[config.mk]
export PLATFORM = sky130hd
export DESIGN_NAME = seq_mag_comp
export DESIGN_NICKNAME = d
export VERILOG_FILES = /design/src/rtl/seq_mag_comp.sv
export SDC_FILE = /design/constraint.sdc
export NUM_CORES = 1
export LEC_CHECK = 0
export BUFFER_PORTS_ARGS = -buffer_cell sky130_fd_sc_hd__buf_2
export CAP_MARGIN = 20
export CORE_ASPECT_RATIO = 0.5
export CORE_UTILIZATION = 49
export CTS_CLUSTER_SIZE = 28
export DETAILED_ROUTE_END_ITERATION = 6
export PLACE_DENSITY = 0.81
export SLEW_MARGIN = 10
export SYNTH_ARGS = -nofsm -noshare
export SYNTH_HDL_FRONTEND = slang
export SYNTH_SLANG_ARGS = --single-unit
[constraint.sdc]
create_clock -name clk -period 2.35 [get_ports clk]
set_clock_uncertainty 0.2 [all_clocks]
set_input_delay 0.47 -clock clk [delete_from_list [all_inputs] [get_ports clk]]
set_output_delay 0.47 -clock clk [all_outputs]
set_load 0.01 [all_outputs]
[src/rtl/seq_mag_comp.sv]
// seq_mag_comp: handshaked, bit-serial magnitude/equality comparator.
// Operands are latched from a valid/ready port, then scanned MSB-first one
// bit per cycle, stopping at the first differing bit. The mode-selected
// result is returned on a valid/ready port. Saturating counters track
// delivered results and matching results.
module seq_mag_comp #(
    parameter int WIDTH = 8,
    parameter int CNT_W = 8
) (
    input  logic             clk,
    input  logic             rst_n,
    input  logic             in_valid,
    output logic             in_ready,
    input  logic [WIDTH-1:0] data_a,
    input  logic [WIDTH-1:0] data_b,
    input  logic [1:0]       mode,
    output logic             out_valid,
    input  logic             out_ready,
    output logic             match,
    output logic             a_lt_b,
    output logic             a_gt_b,
    input  logic             clear,
    output logic [CNT_W-1:0] total_cnt,
    output logic [CNT_W-1:0] hit_cnt
);

    localparam int IDX_W = (WIDTH > 1) ? $clog2(WIDTH) : 1;

    localparam logic [1:0] MODE_EQ = 2'b00;
    localparam logic [1:0] MODE_NE = 2'b01;
    localparam logic [1:0] MODE_LT = 2'b10;

    typedef enum logic [1:0] {
        IDLE = 2'b00,
        SCAN = 2'b01,
        DONE = 2'b10
    } state_t;

    state_t           state;
    state_t           state_nxt;
    logic [WIDTH-1:0] a_r;
    logic [WIDTH-1:0] b_r;
    logic [1:0]       mode_r;
    logic [IDX_W-1:0] idx;

    logic accept;
    logic deliver;
    logic bit_a;
    logic bit_b;
    logic scan_end;
    logic gt_nxt;
    logic lt_nxt;
    logic match_nxt;

    // Handshakes are qualified by registered state only, so the ready/valid
    // outputs never depend combinationally on in_valid or out_ready.
    assign in_ready  = (state == IDLE);
    assign out_valid = (state == DONE);
    assign accept    = in_valid & in_ready;
    assign deliver   = out_valid & out_ready;

    // Current bit pair under inspection; the scan ends on a difference or at bit 0.
    assign bit_a    = a_r[idx];
    assign bit_b    = b_r[idx];
    assign scan_end = (bit_a != bit_b) || (idx == '0);
    assign gt_nxt   = bit_a & ~bit_b;
    assign lt_nxt   = ~bit_a & bit_b;

    // Result selection from the latched mode and the flags about to be stored.
    always_comb begin
        match_nxt = 1'b0;
        case (mode_r)
            MODE_EQ: match_nxt = ~lt_nxt & ~gt_nxt;
            MODE_NE: match_nxt = lt_nxt | gt_nxt;
            MODE_LT: match_nxt = lt_nxt;
            default: match_nxt = gt_nxt;
        endcase
    end

    // State register.
    always_ff @(posedge clk or negedge rst_n) begin
        if (!rst_n) state <= IDLE;
        else        state <= state_nxt;
    end

    // Next-state logic: IDLE -> SCAN on accept, SCAN -> DONE at scan end,
    // DONE -> IDLE on delivery.
    always_comb begin
        state_nxt = state;
        case (state)
            IDLE:    if (accept)   state_nxt = SCAN;
            SCAN:    if (scan_end) state_nxt = DONE;
            DONE:    if (deliver)  state_nxt = IDLE;
            default: state_nxt = IDLE;
        endcase
    end

    // Operand capture and MSB-first bit index.
    always_ff @(posedge clk or negedge rst_n) begin
        if (!rst_n) begin
            a_r    <= '0;
            b_r    <= '0;
            mode_r <= MODE_EQ;
            idx    <= '0;
        end else if (accept) begin
            a_r    <= data_a;
            b_r    <= data_b;
            mode_r <= mode;
            idx    <= IDX_W'(WIDTH - 1);
        end else if (state == SCAN && !scan_end) begin
            idx    <= idx - 1'b1;
        end
    end

    // Result flags: written once at scan end, then frozen through DONE
    // (including backpressure) and beyond until the next scan completes.
    always_ff @(posedge clk or negedge rst_n) begin
        if (!rst_n) begin
            match  <= 1'b0;
            a_lt_b <= 1'b0;
            a_gt_b <= 1'b0;
        end else if (state == SCAN && scan_end) begin
            match  <= match_nxt;
            a_lt_b <= lt_nxt;
            a_gt_b <= gt_nxt;
        end
    end

    // Saturating statistics; clear takes priority over a same-cycle delivery.
    always_ff @(posedge clk or negedge rst_n) begin
        if (!rst_n) begin
            total_cnt <= '0;
            hit_cnt   <= '0;
        end else if (clear) begin
            total_cnt <= '0;
            hit_cnt   <= '0;
        end else if (deliver) begin
            if (total_cnt != '1)         total_cnt <= total_cnt + 1'b1;
            if (match && hit_cnt != '1)  hit_cnt   <= hit_cnt + 1'b1;
        end
    end

endmodule
**Yosys cells after proc, flatten, opt, wreduce, memory -nomap -nowiden**

Cells that the tools add are included.
Widths: inputs -> output; s select.

- Bitwise gates (word level): 10
- Magnitude comparators: 1
- Add/subtract/negate cells: 3
- Eq/ne operators: 10
- Multiplexer cells: 17
- Reductions and logical operators: 15

Operators by type and width:

| cell | number |
|---|---|
| $mux 8 | 6 |
| $add 8x1->8 const B | 2 |
| $ne 8x8->1 const B | 2 |
| $reduce_bool 2->1 | 4 |
| $bmux 1 s3 | 2 |
| $mux 2 | 3 |
| $mux 3 | 2 |
| $pmux 2 s3 | 1 |
| $and 1x1->1 | 5 |
| $eq 2x1->1 const B | 2 |
| $eq 2x2->1 const B | 2 |
| $logic_not 2->1 | 2 |
| $lt 3x4->1 const B | 1 |
| $ne 2x1->1 const B | 2 |
| $not 1->1 | 4 |
| $reduce_and 2->1 | 2 |
| $logic_and 1x1->1 | 3 |
| $logic_not 3->1 | 1 |
| $pmux 1 s3 | 1 |
| $reduce_and 3->1 | 1 |
| $sub 3x1->3 const B | 1 |
| $mux 1 | 2 |
| $ne 2x2->1 const B | 1 |
| $logic_not 1->1 | 1 |
| other kinds (3) | 3 |

- Word-level logic and storage cells: 66
- Bits of input ports: 23
- Bits in registers: 42

**Longest topological paths before layout**

- Word-level depth: 8
- Gate-level depth with buffers: 9
- Depth with buffers taken out: 8

**Worst setup path after synthesis**

Ideal clock, no wire load.

- Path kind: reg-to-reg
- Start: register idx[0]
- End: register match
- Clock period less this slack: 2343 ps
- Cell stages (with the launch flop): 10
- Arrival time: 2015 ps
- Path slack: 7 ps
- Data required time: 2022 ps
- Cells stage by stage: dfrtp_1 buf_6 mux4_2 mux2i_1 inv_1 ha_1 xor2_1 nor2_1 a21oi_1 mux2_1

- Longest elaborated chain between the ends: 7
- Elaborated cells between the ends (all ways): 17
- Those cells by class: eq/ne (1); mux (5); bitwise (8); reduce/logical (3)

RTL lines:

| item | line | source |
|---|---|---|
| from (decl) | 44 | `logic [IDX_W-1:0] idx;` |
| from (signal assigned) | 109 | `idx <= IDX_W'(WIDTH - 1);` |
| from (signal assigned) | 111 | `idx <= idx - 1'b1;` |
| $bmux 1 s3, on equally long branches | 63, 64 |  |
| $mux 1, on equally long branches | 63, 64 |  |
| $not 1->1, on equally long branches | 67, 66 |  |
| $and 1x1->1, on equally long branches | 67, 66 |  |
| $not 1->1 | 73 | `MODE_EQ: match_nxt = ~lt_nxt & ~gt_nxt;` |
| $and 1x1->1 | 73 |  |
| $pmux 1 s3 | 72 | `case (mode_r)` |
| to (signal assigned) | 123 | `match <= match_nxt;` |
| to (decl) | 19 | `output logic match,` |

Parallel ways exist; a longest one is shown, timed or not. The select of a mux whose other input is x is not followed.
A chain may end at the register's enable or synchronous reset.

**Worst setup path in the final report**

Ends and elaborated chain as after synthesis.

==> impl_metrics.toml <==
[detailed_routing]
routed_wl_um = 4160
ant_nets = 0
post_drt_wl_per_cell_um = 13.4
via_count = 1592
drt_iter0_drc = 56
drc = 0
routed_via_density = 5.14
drtPass1Iterations = 6

[cts]
cts_hold_buf = 0
htreeDepth = 2
cts_tree = "built"
clock_path_buffers = 2
cts_buffers = 5
cts.sinks = 42
clkLatencyLatePin_ns = 0.29
clk_pin_slew_ns = 0.08
clk_root_buffer_cell = "clkbuf_8"

[synthesis]
synth.largest_area_cell = "dfrtp_1"
synth-async-reset-ratio_pct = 100
synth_cells = 208
syn_nets = 237
synth_flop_cell = "dfrtp_1"
synth-edff-count = 0
synth_commonest_cells = "nand2_1 (62), dfrtp_1 (42), nor2_1 (16)"
yosysSeqAreaShare_pct = 50.6
syn_avg_cell_area_sq_um = 9.98
synth_area_leaders = "dfrtp_1 (51%), nand2_1 (11%), xor2_1 (4.6%)"
synth.top_cell.area_share_pct = 50.6
synth_area_sq_um = 2080
synth.most_common_cell = "nand2_1"
synth-seq-cells = 42
yosysWarnings = 0
ys_types = 36

[power]
swShare_pct = 35.3
p_comb_share_pct = 44.3
power_density_nw_per_um2 = 1190
pwr-share-seq_pct = 37.0
power_frac_clock_pct = 18.7
ir_drop_uv = 498
p_switching_w = 0.00106
p_int_w = 0.00193
leakage_nw = 1.33

[layout]
area_growth_pct = 21.5
final_cells = 310
n_antenna_cell = 0
fillers = 323
drive_above_1_share_pct = 27.7
nNetsFinal = 284

[die]
die_h_um = 48.0
chipWidth_um = 94.0
ios = 44
start_util_pct = 52.1
dieArea_sq_um = 4520
coreArea_sq_um = 3980
rows = 16

[sta]
slew_violations = 0
slew_headroom_pct = 54.8
rsz0062_at_grt = "true"
fmax_mhz = 415
setup_viol = 4
fin_tns_setup_ns = -0.174
whs_ns = 0.0289
finalWorstSetupSlack_ns = -0.0578
final_hold_viol_count = 0
period_minus_slack_ns = 2.41
worst_pin_slew_ns = 0.677
fin_crit_sh_pct = 102

[job]
cap_violations = 0

[global_routing]
grt_pass1_vias = 1454
grt_max_degree = 43
grt_pass1_wl_um = 6530
antenna_found_initial = 0
grt_overflow = 0
grt_use_total_pct = 19.5

[worst_setup_path]
cp.arrival_ns = 2.39
critical_path_required_ns = 2.33
worst_setup_path_start_kind = "register"
max_stage_delay_ns = 0.52
path_max_fanout = 5
cp_top_family = "multiplexers"
cpMaxStageDelayCell = "mux4_2"
worstPathCellList = "mux4_2 -> mux2i_2 -> inv_1 -> ha_4 -> xor2_1 -> nor2_1 -> a21oi_1 -> mux2_4"
cp-end-kind = "register"
crit_buf_inv = 1
crit_type = "reg2reg"

[run_status]
status = "finished with violations"
violations = "negative setup slack"

[placed_design]
io_buffers = 43
gp_congestion = 0.807
place_inst = 300
dp_hpwl_um = 2810

[hold_path]
hp-class = "in2async"
## worst reg2reg max path: cells and delay by family (launching register included)
| kind | cells | cell delay, ns |
|---|---|---|
| xor+xnor | 1 | 0.15 |
| simple gates | 1 | 0.11 |
| buf+inv | 1 | 0.10 |
| flops | 1 | 0.45 |
| mux | 3 | 0.97 |
| fa+ha+maj | 1 | 0.25 |
| compound gates | 1 | 0.06 |
## what timing repair did
| item | 4_1_cts | 5_1_grt |
|---|---|---|
| buffers inserted | 0 | 2 |
| resized for setup | 7 | 4 |
| pin swaps | 0 | 2 |
| endpoints found under the setup margin | 6 | 7 |
| gates cloned | 0 | 0 |
## cells by family (layout without fill, tap and decap cells)
kind of cell,after synthesis,count (layout),share of synthesized area (%)
and+or+nand+nor,102,102,22.1
DFF,42,42,50.6
AOI/OAI and AO/OA,20,20,6.75
muxes,13,13,8.86
buffers and inverters,13,61,3.01
xor gates and xnor gates,12,12,5.06
adders and majority gates,6,6,3.62
## per-layer routing
layer,up-vias,GRT usage [%],share of wire [%]
met5,-,0,0
met4,0,6.15,1.7
met3,9,5.24,4.5
met2,40,35.5,47
met1,745,23.6,46
li1,798,-,-
## state kept, by name, summed over array words and instances (netlist names)
signal / cells
a_r: 8
a_lt_b: 1
idx: 3
state: 2
total_cnt: 8
hit_cnt: 8
a_gt_b: 1
b_r: 8
match: 1
mode_r: 2
## placed cells by master, fill, tap and decap left out, drive strengths merged, types with 2 or more instances in the layout
cell type / instances
a21oi: 2
ha: 6
mux4: 4
a31oi: 2
mux2: 3
nand2: 62
and2: 3
dfrtp: 42
o21ai: 4
clkbuf: 5
xor2: 11
mux2i: 6
a211oi: 2
o211ai: 5
nand4: 4
nor2: 16
nor2b: 4
inv: 5
nand3: 3
buf: 48
o2111ai: 2
and3: 3
clkinv: 2
## through the flow
stage | total power [W] | area, sq um | utilization, % | setup slack, ns
6_report | 0.00299 | 2520 | 63.3 | -0.0578
5_1_grt | 0.00318 | 2520 | 63.3 | -0.158
4_1_cts | 0.00281 | 2480 | 62.3 | -0.0168
3_5_place_dp | 0.00209 | 2340 | 58.7 | -0.216
3_3_place_gp | 0.00203 | 2340 | 58.7 | -0.110
2_1_floorplan | 0.00182 | 2080 | - | 0.00722
## power groups by stage
stage	Clock, W	Sequential (W)	Combinational (W)
6_report	0.000559	0.00111	0.00133
5_1_grt	0.000604	0.00114	0.00144
4_1_cts	0.000570	0.00110	0.00114
3_5_place_dp	0	0.00111	0.000974
3_3_place_gp	0	0.00110	0.000928
2_1_floorplan	0	0.00107	0.000753
## worst paths after layout
path	start	to	slack (ns)	cells past startpoint
min	rst_n	hit_cnt[2]$_DFFE_PN0P_	0.03	2
min reg2reg	a_r[5]$_DFFE_PN0P_	a_r[5]$_DFFE_PN0P_	0.28	2
min in group clk	data_b[1]	b_r[1]$_DFFE_PN0P_	0.16	3
max	idx[0]$_DFFE_PN0P_	match$_DFFE_PN0P_	-0.06	8
max in group asynchronous	rst_n	idx[0]$_DFFE_PN0P_	1.53	2
max reg2reg	idx[0]$_DFFE_PN0P_	match$_DFFE_PN0P_	-0.06	8
## final cells by class
class / instances / area (sq um) / area share, %
Sequential cell: 42 / 1050 / 41.7
Clock inverter: 3 / 40.0 / 1.59
Clock buffer: 5 / 68.8 / 2.73
Multi-Input combinational cell: 153 / 1020 / 40.5
Tap cell: 54 / 67.6 / 2.68
Inverter: 5 / 18.8 / 0.744
Timing Repair Buffer: 48 / 253 / 10.0
Power figures use the tool's default switching activity.
